### config.mk
export PLATFORM = sky130hd
export DESIGN_NAME = preemption_scheduler
export DESIGN_NICKNAME = d
export VERILOG_FILES = /design/src/rtl/preemption_scheduler.sv
export SDC_FILE = /design/constraint.sdc
export NUM_CORES = 1
export LEC_CHECK = 0
export CAP_MARGIN = 20
export CORE_MARGIN = 5
export CORE_UTILIZATION = 50
export CTS_CLUSTER_SIZE = 25
export DETAILED_ROUTE_END_ITERATION = 10
export PLACE_DENSITY_LB_ADDON = 0.05
export SETUP_SLACK_MARGIN = 0.2
export SYNTH_ARGS = -nofsm -noshare
export SYNTH_HDL_FRONTEND = slang
export SYNTH_SLANG_ARGS = --single-unit
### constraint.sdc
create_clock -name clk -period 3.08 [get_ports clk]
set_input_delay 0.616 -clock clk [delete_from_list [all_inputs] [get_ports clk]]
set_output_delay 0.616 -clock clk [all_outputs]
set_load 0.02 [all_outputs]
### src/rtl/preemption_scheduler.sv
// preemption_scheduler: emergency-vehicle preemption sequencer producing override lamps for the intersection.
// Ports: clk, rst (async, active-low); preempt_req_ns/ew raw request levels;
//   ns/ew_green_active normal-FSM status; override_en lamp-mux select;
//   ovr_{ns,ew}_{green,yellow,red} override lamps; preempt_dir (0 NS, 1 EW);
//   ped_inhibit (only driven with PREEMPT_PED_CLEAR_EN defined); serve_done exit pulse.
module preemption_scheduler #(
    parameter int CLK_FREQ      = 50_000_000,
    parameter int YELLOW_TIME   = 5,
    parameter int ALL_RED_TIME  = 2,
    parameter int MIN_HOLD_TIME = 10,
    parameter int MAX_HOLD_TIME = 60
) (
    input  logic clk,
    input  logic rst,
    input  logic preempt_req_ns,
    input  logic preempt_req_ew,
    input  logic ns_green_active,
    input  logic ew_green_active,
    output logic override_en,
    output logic ovr_ns_green,
    output logic ovr_ns_yellow,
    output logic ovr_ns_red,
    output logic ovr_ew_green,
    output logic ovr_ew_yellow,
    output logic ovr_ew_red,
    output logic preempt_dir,
    output logic ped_inhibit,
    output logic serve_done
);
    // 64-bit products: MAX_HOLD_TIME*CLK_FREQ overflows a 32-bit int at the defaults
    localparam logic [31:0] YEL_END = 32'(64'(YELLOW_TIME) * 64'(CLK_FREQ) - 64'd1);
    localparam logic [31:0] RED_END = 32'(64'(ALL_RED_TIME) * 64'(CLK_FREQ) - 64'd1);
    localparam logic [31:0] MIN_END = 32'(64'(MIN_HOLD_TIME) * 64'(CLK_FREQ) - 64'd1);
    localparam logic [31:0] MAX_END = 32'(64'(MAX_HOLD_TIME) * 64'(CLK_FREQ) - 64'd1);
    typedef enum logic [2:0] {IDLE, EXIT_YELLOW, CLEAR_RED, SERVE, RELEASE_RED} state_t;
    state_t state, state_n;
    logic [1:0] sync_ns, sync_ew;
    logic [31:0] cnt;
    logic req_ns, req_ew, req_w, req_o;
    logic dir, dir_n, ptr, ptr_n, max_hit, serve_exit;
    assign req_ns = sync_ns[1];
    assign req_ew = sync_ew[1];
    assign req_w = dir ? req_ew : req_ns;
    assign req_o = dir ? req_ns : req_ew;
    assign serve_exit = state == SERVE && ((cnt >= MIN_END && !req_w) || cnt == MAX_END);
    always_ff @(posedge clk or negedge rst) begin
        if (!rst) begin
            sync_ns    <= '0;
            sync_ew    <= '0;
            state      <= IDLE;
            cnt        <= '0;
            dir        <= 1'b0;
            ptr        <= 1'b0;
            max_hit    <= 1'b0;
            serve_done <= 1'b0;
        end else begin
            sync_ns    <= {sync_ns[0], preempt_req_ns};
            sync_ew    <= {sync_ew[0], preempt_req_ew};
            state      <= state_n;
            cnt        <= (state_n != state || state == IDLE) ? '0 : cnt + 32'd1;
            dir        <= dir_n;
            ptr        <= ptr_n;
            max_hit    <= serve_exit ? (cnt == MAX_END) : max_hit;
            serve_done <= serve_exit;
        end
    end
    always_comb begin
        state_n = state;
        dir_n   = dir;
        ptr_n   = ptr;
        case (state)
            IDLE: if (req_ns || req_ew) begin
                dir_n   = (req_ns && req_ew) ? ptr : req_ew;
                ptr_n   = (req_ns && req_ew) ? !ptr : ptr;
                // a lit conflicting approach (including both lit) must clear through yellow
                state_n = (dir_n ? ns_green_active : ew_green_active) ? EXIT_YELLOW :
                          (dir_n ? ew_green_active : ns_green_active) ? SERVE : CLEAR_RED;
            end
            EXIT_YELLOW: state_n = cnt == YEL_END ? CLEAR_RED : EXIT_YELLOW;
            CLEAR_RED:   state_n = cnt == RED_END ? SERVE : CLEAR_RED;
            SERVE:       state_n = serve_exit ? RELEASE_RED : SERVE;
            RELEASE_RED: if (cnt == RED_END) begin
                if (req_o) begin
                    dir_n   = !dir;
                    ptr_n   = !ptr;
                    state_n = SERVE;
                end else begin
                    state_n = (req_w && max_hit) ? SERVE : IDLE;
                end
            end
            default: state_n = IDLE;
        endcase
    end
    assign override_en   = state != IDLE;
    assign preempt_dir   = dir;
    assign ovr_ns_green  = state == SERVE && !dir;
    assign ovr_ew_green  = state == SERVE && dir;
    assign ovr_ns_yellow = state == EXIT_YELLOW && dir;
    assign ovr_ew_yellow = state == EXIT_YELLOW && !dir;
    assign ovr_ns_red    = !ovr_ns_green && !ovr_ns_yellow;
    assign ovr_ew_red    = !ovr_ew_green && !ovr_ew_yellow;
`ifdef PREEMPT_PED_CLEAR_EN
    assign ped_inhibit = state != IDLE;
`else
    assign ped_inhibit = 1'b0;
`endif
endmodule

==> flow_metrics.tcl, run 1 <==
set metrics [dict create \
    pwr-share-clk 0.369 \
    gp_congestion 0.821 \
    syn_area_per_cell_sq_um 9.99 \
    die_w_um 84.0 \
    r2r-start "preempt_dir" \
    power_mw 0.949 \
    crit_type "register to register" \
    cts_buffers 5 \
    hold_viol_final 0 \
    portBuffers 14 \
    rsz0062_at_grt "no" \
    synthSimpleGateAreaFrac 0.351 \
    synth_adder_area_share 0.00457 \
    internal-power_mw 0.734 \
    clock_sinks 43 \
    synth_nets 281 \
    p_sw_frac 0.227 \
    instances_no_fill 368 \
    period_share 0.873 \
    drive_gt1_frac 0.240 \
    maxCapViolations 0 \
    cp-start-kind "register" \
    synth_xor_area_frac 0.0992 \
    antennaDiodeCount 0 \
    path_delay_family "simple AND/OR/NAND/NOR gates" \
    yosys_register_bits 43 \
    p_comb_frac 0.033 \
    fin_nets 302 \
    cp-startpoint "preempt_dir" \
    powerDensity_mw_per_mm2 313 \
    grtUsageTotal 0.177 \
    peakVddDrop_mv 0.187 \
    coreArea_sq_mm 0.00541 \
    place_area_sq_mm 0.00292 \
    drtAntennaViolNets 0 \
    cts-root-buf "clkbuf_8" \
    grt_pass1_vias 2071 \
    crit_chain "mux2_4 -> or4_4 -> a2111oi_4 -> nor4_2 -> nor3b_4 -> buf_4 -> nor3b_1" \
    fmax_mhz 372 \
    power.leakage_nw 1.25 \
    dieArea_sq_mm 0.00705 \
    hold_ws_ns 0.107 \
    clockBufferDepth 2 \
    postLayoutCellArea_sq_mm 0.00303 \
    grt_max_degree 44 \
    cts_max_level 2 \
    nFillCells 520 \
    maxSlewViolCount 0 \
    drtPass1Iterations 4 \
    synth-compound-area-share 0.0736 \
    crit_path_end "cnt[1]" \
    wl_um 5970 \
    crit_fanout 17 \
    dp_cells 359 \
    worstSetupEndpointType "register" \
    path_buf_inv 1 \
    cpPeakStageDelay_ns 0.54 \
    dp_hpwl_um 4320 \
    remaining_drc_errors 0 \
    grt_first_pass_wirelength_um 10200 \
    slowest_stage "or4_4" \
    wl_per_cell_um 16.2 \
    synth_area_sq_mm 0.00274 \
    reg2reg_depth 7 \
    vias 2078 \
    path_depth 7 \
    path_clk_slew_ns 0.08 \
    tns_ns 0 \
    power_switching_mw 0.215 \
    clock_latency_ns 0.29 \
    yosys_warnings 0 \
    arrival_ns 2.86 \
    synth_top_family_by_area "simple AND/OR/NAND/NOR gates" \
    overflow 0 \
    start_util 0.506 \
    ys_seq_area_frac 0.393 \
    setup_viol 0 \
    cts_tree "built" \
    synthMuxAreaShare 0.0169 \
    worst_clock_skew_ns 0.00818 \
    hold_path_class "primary input to async pin" \
    die_y_um 84.0 \
    avgViaCountPerCell 5.65 \
    synthDistinctLibCells 59 \
    drt_iter0_drc 108 \
    area_growth_pct 10.7 \
    cts_hold_buf 0 \
    r2r-end "cnt[1]" \
    critPathRequiredTime_ns 3.25 \
    r2r_setup_slack_ns 0.39 \
    period_needed_ns 2.69 \
    antenna_found_initial 0 \
    num_rows 27 \
    syn_inst 274 \
    sequentialPowerShare 0.598 \
    status "finished, final reports clean" \
    ioPinCount 16 \
]
[synth_stat cells, drive strengths merged]
cell     number  area [sq um]
inv          10          37.5
o31ai         1          12.5
a31oi         3          18.8
ha            1          12.5
or4           4          35.0
mux2          2          26.3
and2          4          26.3
o21ai         3          15.0
nor2         32           160
nor2b         2          12.5
or2b          1          7.51
nand4        10          68.8
a22oi         1          21.3
dfrtp        43          1080
o221ai        3          26.3
or2           2          12.5
nor4bb        1          10.0
nand4bb       1          11.3
buf          12           124
xor2         14           123
o211ai        2          15.0
clkbuf        1          3.75
and4          1          8.76
mux2i         2          20.0
o21a          1          7.51
nor4b         5          50.0
a21oi         2          10.0
a211oi        1          7.51
a2bb2oi       1          8.76
nor3b         3          33.8
nand4b        1          8.76
and3          7          46.3
or3           4          25.0
nand3        16          85.1
conb          1          3.75
a2111oi       1          27.5
a211o         1          8.76
o21bai        1          7.51
o22ai         1          6.26
nor4         11          87.6
nand2        16          60.1
xnor2        17           149
nor3         27           210
a22o          1          8.76
[routing by layer]
layer	track usage	part of all wire	vias to the layer above
met5	0	0	-
met4	0.0512	0.013	0
met3	0.0405	0.048	10
met2	0.281	0.47	46
met1	0.241	0.47	1003
li1	-	-	1019
[what timing repair did]
item | in CTS | in global routing
setup endpoints to repair | 0 | 2
buffers inserted | 0 | 0
resized for setup | 0 | 1
[metrics by stage]
stage | setup WS, ns | util
after floorplan | 0.432 | -
after global placement | 0.404 | 0.541
after detailed placement | 0.328 | 0.541
after CTS | 0.313 | 0.556
after global routing | 0.276 | 0.560
final | 0.391 | 0.560
[layout make-up]
cell class	count	area [sq um]	area share
multi-input combinational	208	1500	0.494
timing repair buffer	27	245	0.0810
tap	72	90.1	0.0297
inverter	10	37.5	0.0124
clock inverter	3	15.0	0.00496
sequential	43	1080	0.356
clock buffer	5	68.8	0.0227
[how the worst min path moves through the flow]
| stage | from | to | slack, ns | cells after the start |
|---|---|---|---|---|
| after floorplan | rst | cnt[0] | 0.32 | 0 |
| after detailed placement | sync_ns[0] | sync_ns[1] | 0.34 | 0 |
| after CTS | sync_ew[0] | sync_ew[1] | 0.37 | 0 |
| after global routing | rst | state[1] | 0.1 | 1 |
| after global placement | sync_ew[0] | sync_ew[1] | 0.35 | 0 |
| final | rst | state[1] | 0.11 | 1 |
[state kept, by name, indices dropped and copies added, names as in the netlist]
register,count
cnt,32
state,3
sync_ew,2
sync_ns,2
max_hit,1
preempt_dir,1
ptr,1
serve_done,1
[cells in the final DEF, fill, tap and decap left out, types with 2 or more instances in the layout]
cell type        Yosys  routed
dfrtp_1             43      42
xnor2_1             17      17
nor2_1              16      16
nor2_2              16      16
nand2_1             16      16
nand3_1             15      15
nor3_2              15      15
xor2_1              14      14
clkdlybuf4s50_1      0      13
nor3_1              12      12
buf_4                3      12
inv_1               10      10
nand4_1              9       9
nor4_1               8       8
and3_1               5       5
clkbuf_8             0       5
nor4b_1              4       4
or3_1                4       4
a31oi_1              3       3
nor4_2               3       3
and2_1               3       3
o221ai_1             3       3
clkinv_2             0       3
and3_2               2       2
or4_1                2       2
a21oi_1              2       2
nor2b_1              2       2
o21ai_0              2       2
o211ai_1             2       2
nor3b_1              2       2
mux2i_1              2       2
[power by group through the flow]
stage,clock [mW],combinational (mW),sequential [mW]
after detailed placement,0,0.0290,0.579
after global routing,0.396,0.0358,0.568
after global placement,0,0.0288,0.580
after floorplan,0,0.00712,0.580
final,0.350,0.0314,0.568
after CTS,0.364,0.0294,0.568
[cells by family after synthesis]
family,count (synthesis)
and+or+nand+nor,148
muxes,4
adders and majority gates,1
other,1
AOI/OAI and AO/OA,23
DFF,43
buffers and inverters,23
xor gates and xnor gates,31
Power figures use the tool's default switching activity.
==> run 2, diff against run 1 <==
--- a/config.mk
+++ b/config.mk
@@ -6,12 +6,12 @@
 export NUM_CORES = 1
 export LEC_CHECK = 0
 export CAP_MARGIN = 20
-export CORE_MARGIN = 5
 export CORE_UTILIZATION = 50
 export CTS_CLUSTER_SIZE = 25
 export DETAILED_ROUTE_END_ITERATION = 10
 export PLACE_DENSITY_LB_ADDON = 0.05
 export SETUP_SLACK_MARGIN = 0.2
+export SKIP_LAST_GASP = 1
 export SYNTH_ARGS = -nofsm -noshare
 export SYNTH_HDL_FRONTEND = slang
 export SYNTH_SLANG_ARGS = --single-unit
==> run 2 against run 1 <==
Via count shrank 1.1%. Power grew 12%. Final cell count shrank 1.6%. Routed wire length shrank 5.6%. Register-to-register slack gained 0.06 ns. Combinational power shrank 25%. First-iteration DRC count shrank 12%. Global-route usage grew 3.9 points. Sequential power is essentially flat. Clock-buffer cell count grew 1. Critical endpoint is now ovr_ns_yellow. Largest power group unchanged.
==> flow_metrics.tcl, run 2 (synthesis gave the netlist of run 1 again) <==
set metrics [dict create \
    status "finished, final reports clean" \
    die_w_um 76.0 \
    powerDensity_mw_per_mm2 351 \
    wl_um 5630 \
    clock_latency_ns 0.30 \
    clock_sinks 43 \
    grt_first_pass_wirelength_um 10000 \
    path_buf_inv 2 \
    instances_no_fill 362 \
    cpPeakStageDelay_ns 0.66 \
    grtUsageTotal 0.216 \
    maxSlewViolCount 0 \
    tns_ns 0 \
    avgViaCountPerCell 5.68 \
    slew_headroom 0.371 \
    arrival_ns 2.06 \
    cp-start-kind "register" \
    hold_viol_final 0 \
    dp_cells 354 \
    drtPass1Iterations 4 \
    overflow 0 \
    die_y_um 76.0 \
    hold_ws_ns 0.357 \
    cts_max_level 2 \
    pre_cts_ws_ns 0.470 \
    cts-root-buf "clkbuf_8" \
    drtAntennaViolNets 0 \
    setup_viol 0 \
    path_delay_family "buffers and inverters" \
    fin_ws_ns 0.399 \
    dp_hpwl_um 4060 \
    worstSetupEndpointType "primary output" \
    gp_congestion 0.836 \
    hold_path_class "register to register" \
    vias 2055 \
    rsz0062_at_grt "no" \
    portBuffers 14 \
    maxCapViolations 0 \
    worst_clock_skew_ns 0.00532 \
    coreArea_sq_mm 0.00520 \
    fmax_mhz 373 \
    antennaDiodeCount 0 \
    cts_buffers 5 \
    wl_per_cell_um 15.6 \
    dieArea_sq_mm 0.00577 \
    slowest_stage "clkdlybuf4s50_1" \
    drt_iter0_drc 95 \
    path_clk_slew_ns 0.09 \
    grt_pass1_vias 2099 \
    power_mw 1.06 \
    cts_tree "built" \
    period_needed_ns 2.68 \
    remaining_drc_errors 0 \
    drive_gt1_frac 0.229 \
    area_growth_pct 10.6 \
    start_util 0.526 \
    largest_register_ffs 32 \
    num_rows 26 \
    cts_hold_buf 0 \
    final_cell_mix "dfrtp_1 (43), xnor2_1 (17)" \
    peakVddDrop_mv 0.281 \
    worst_slew_pin_slew_ns 0.943 \
    mostFrequentLayoutCell "dfrtp_1" \
    crit_type "register to primary output" \
    ioPinCount 16 \
    power.leakage_nw 1.24 \
    crit_chain "inv_1 -> nand2_1 -> nor3b_1 -> clkdlybuf4s50_1" \
    period_share 0.870 \
    critPathRequiredTime_ns 2.46 \
    fin_nets 298 \
    max_flop_register "cnt" \
    clockBufferDepth 2 \
    grt_max_degree 44 \
    antenna_found_initial 0 \
    largestRegisters "cnt (32), state (3)" \
    nFillCells 465 \
    crit_fanout 6 \
]
[run 2: final cells by class]
class / count / area, sq um / area share
Sequential cell: 43 / 1080 / 0.356
Tap cell: 70 / 87.6 / 0.0289
Multi-Input combinational cell: 208 / 1500 / 0.496
Inverter: 10 / 37.5 / 0.0124
Clock buffer: 6 / 82.6 / 0.0273
Timing Repair Buffer: 23 / 203 / 0.0670
Clock inverter: 2 / 38.8 / 0.0128
[run 2: where the power goes]
group,leakage (nW),switching (mW),internal (mW)
combinational,0.612,0.0157,0.00778
sequential,0.567,0.00280,0.567
clock,0.0618,0.202,0.267
[run 2: what timing repair did]
item / 4_1_cts / 5_1_grt
endpoints found under the setup margin: 0 / 2
hold endpoints to repair: 0 / 0
gates resized for setup: 0 / 1
setup buffers: 0 / 0
[run 2: worst paths after layout]
| path | start | endpoint | slack, ns | depth (start not counted) |
|---|---|---|---|---|
| min in group asynchronous | rst | cnt[6] | 0.46 | 1 |
| worst min-delay path | sync_ns[0] | sync_ns[1] | 0.36 | 0 |
| max in group asynchronous | rst | sync_ns[0] | 2.03 | 1 |
| worst max-delay path | state[1] | ovr_ns_yellow | 0.40 | 4 |
| worst min register to register | sync_ns[0] | sync_ns[1] | 0.36 | 0 |
| worst max register to register | sync_ns[1] | cnt[1] | 0.45 | 7 |
[run 2: through the flow]
stage          utilization  instance area (sq um)
2_1_floorplan            -                   2740
3_3_place_gp         0.557                   2900
3_5_place_dp         0.557                   2900
4_1_cts              0.580                   3020
5_1_grt              0.581                   3030
6_report             0.581                   3030
[run 2: per-layer routing]
metal | part of all wire | global-route usage
met2 | 0.47 | 0.335
met3 | 0.030 | 0.0371
met4 | 0.012 | 0.0808
met1 | 0.49 | 0.305
met5 | 0 | 0
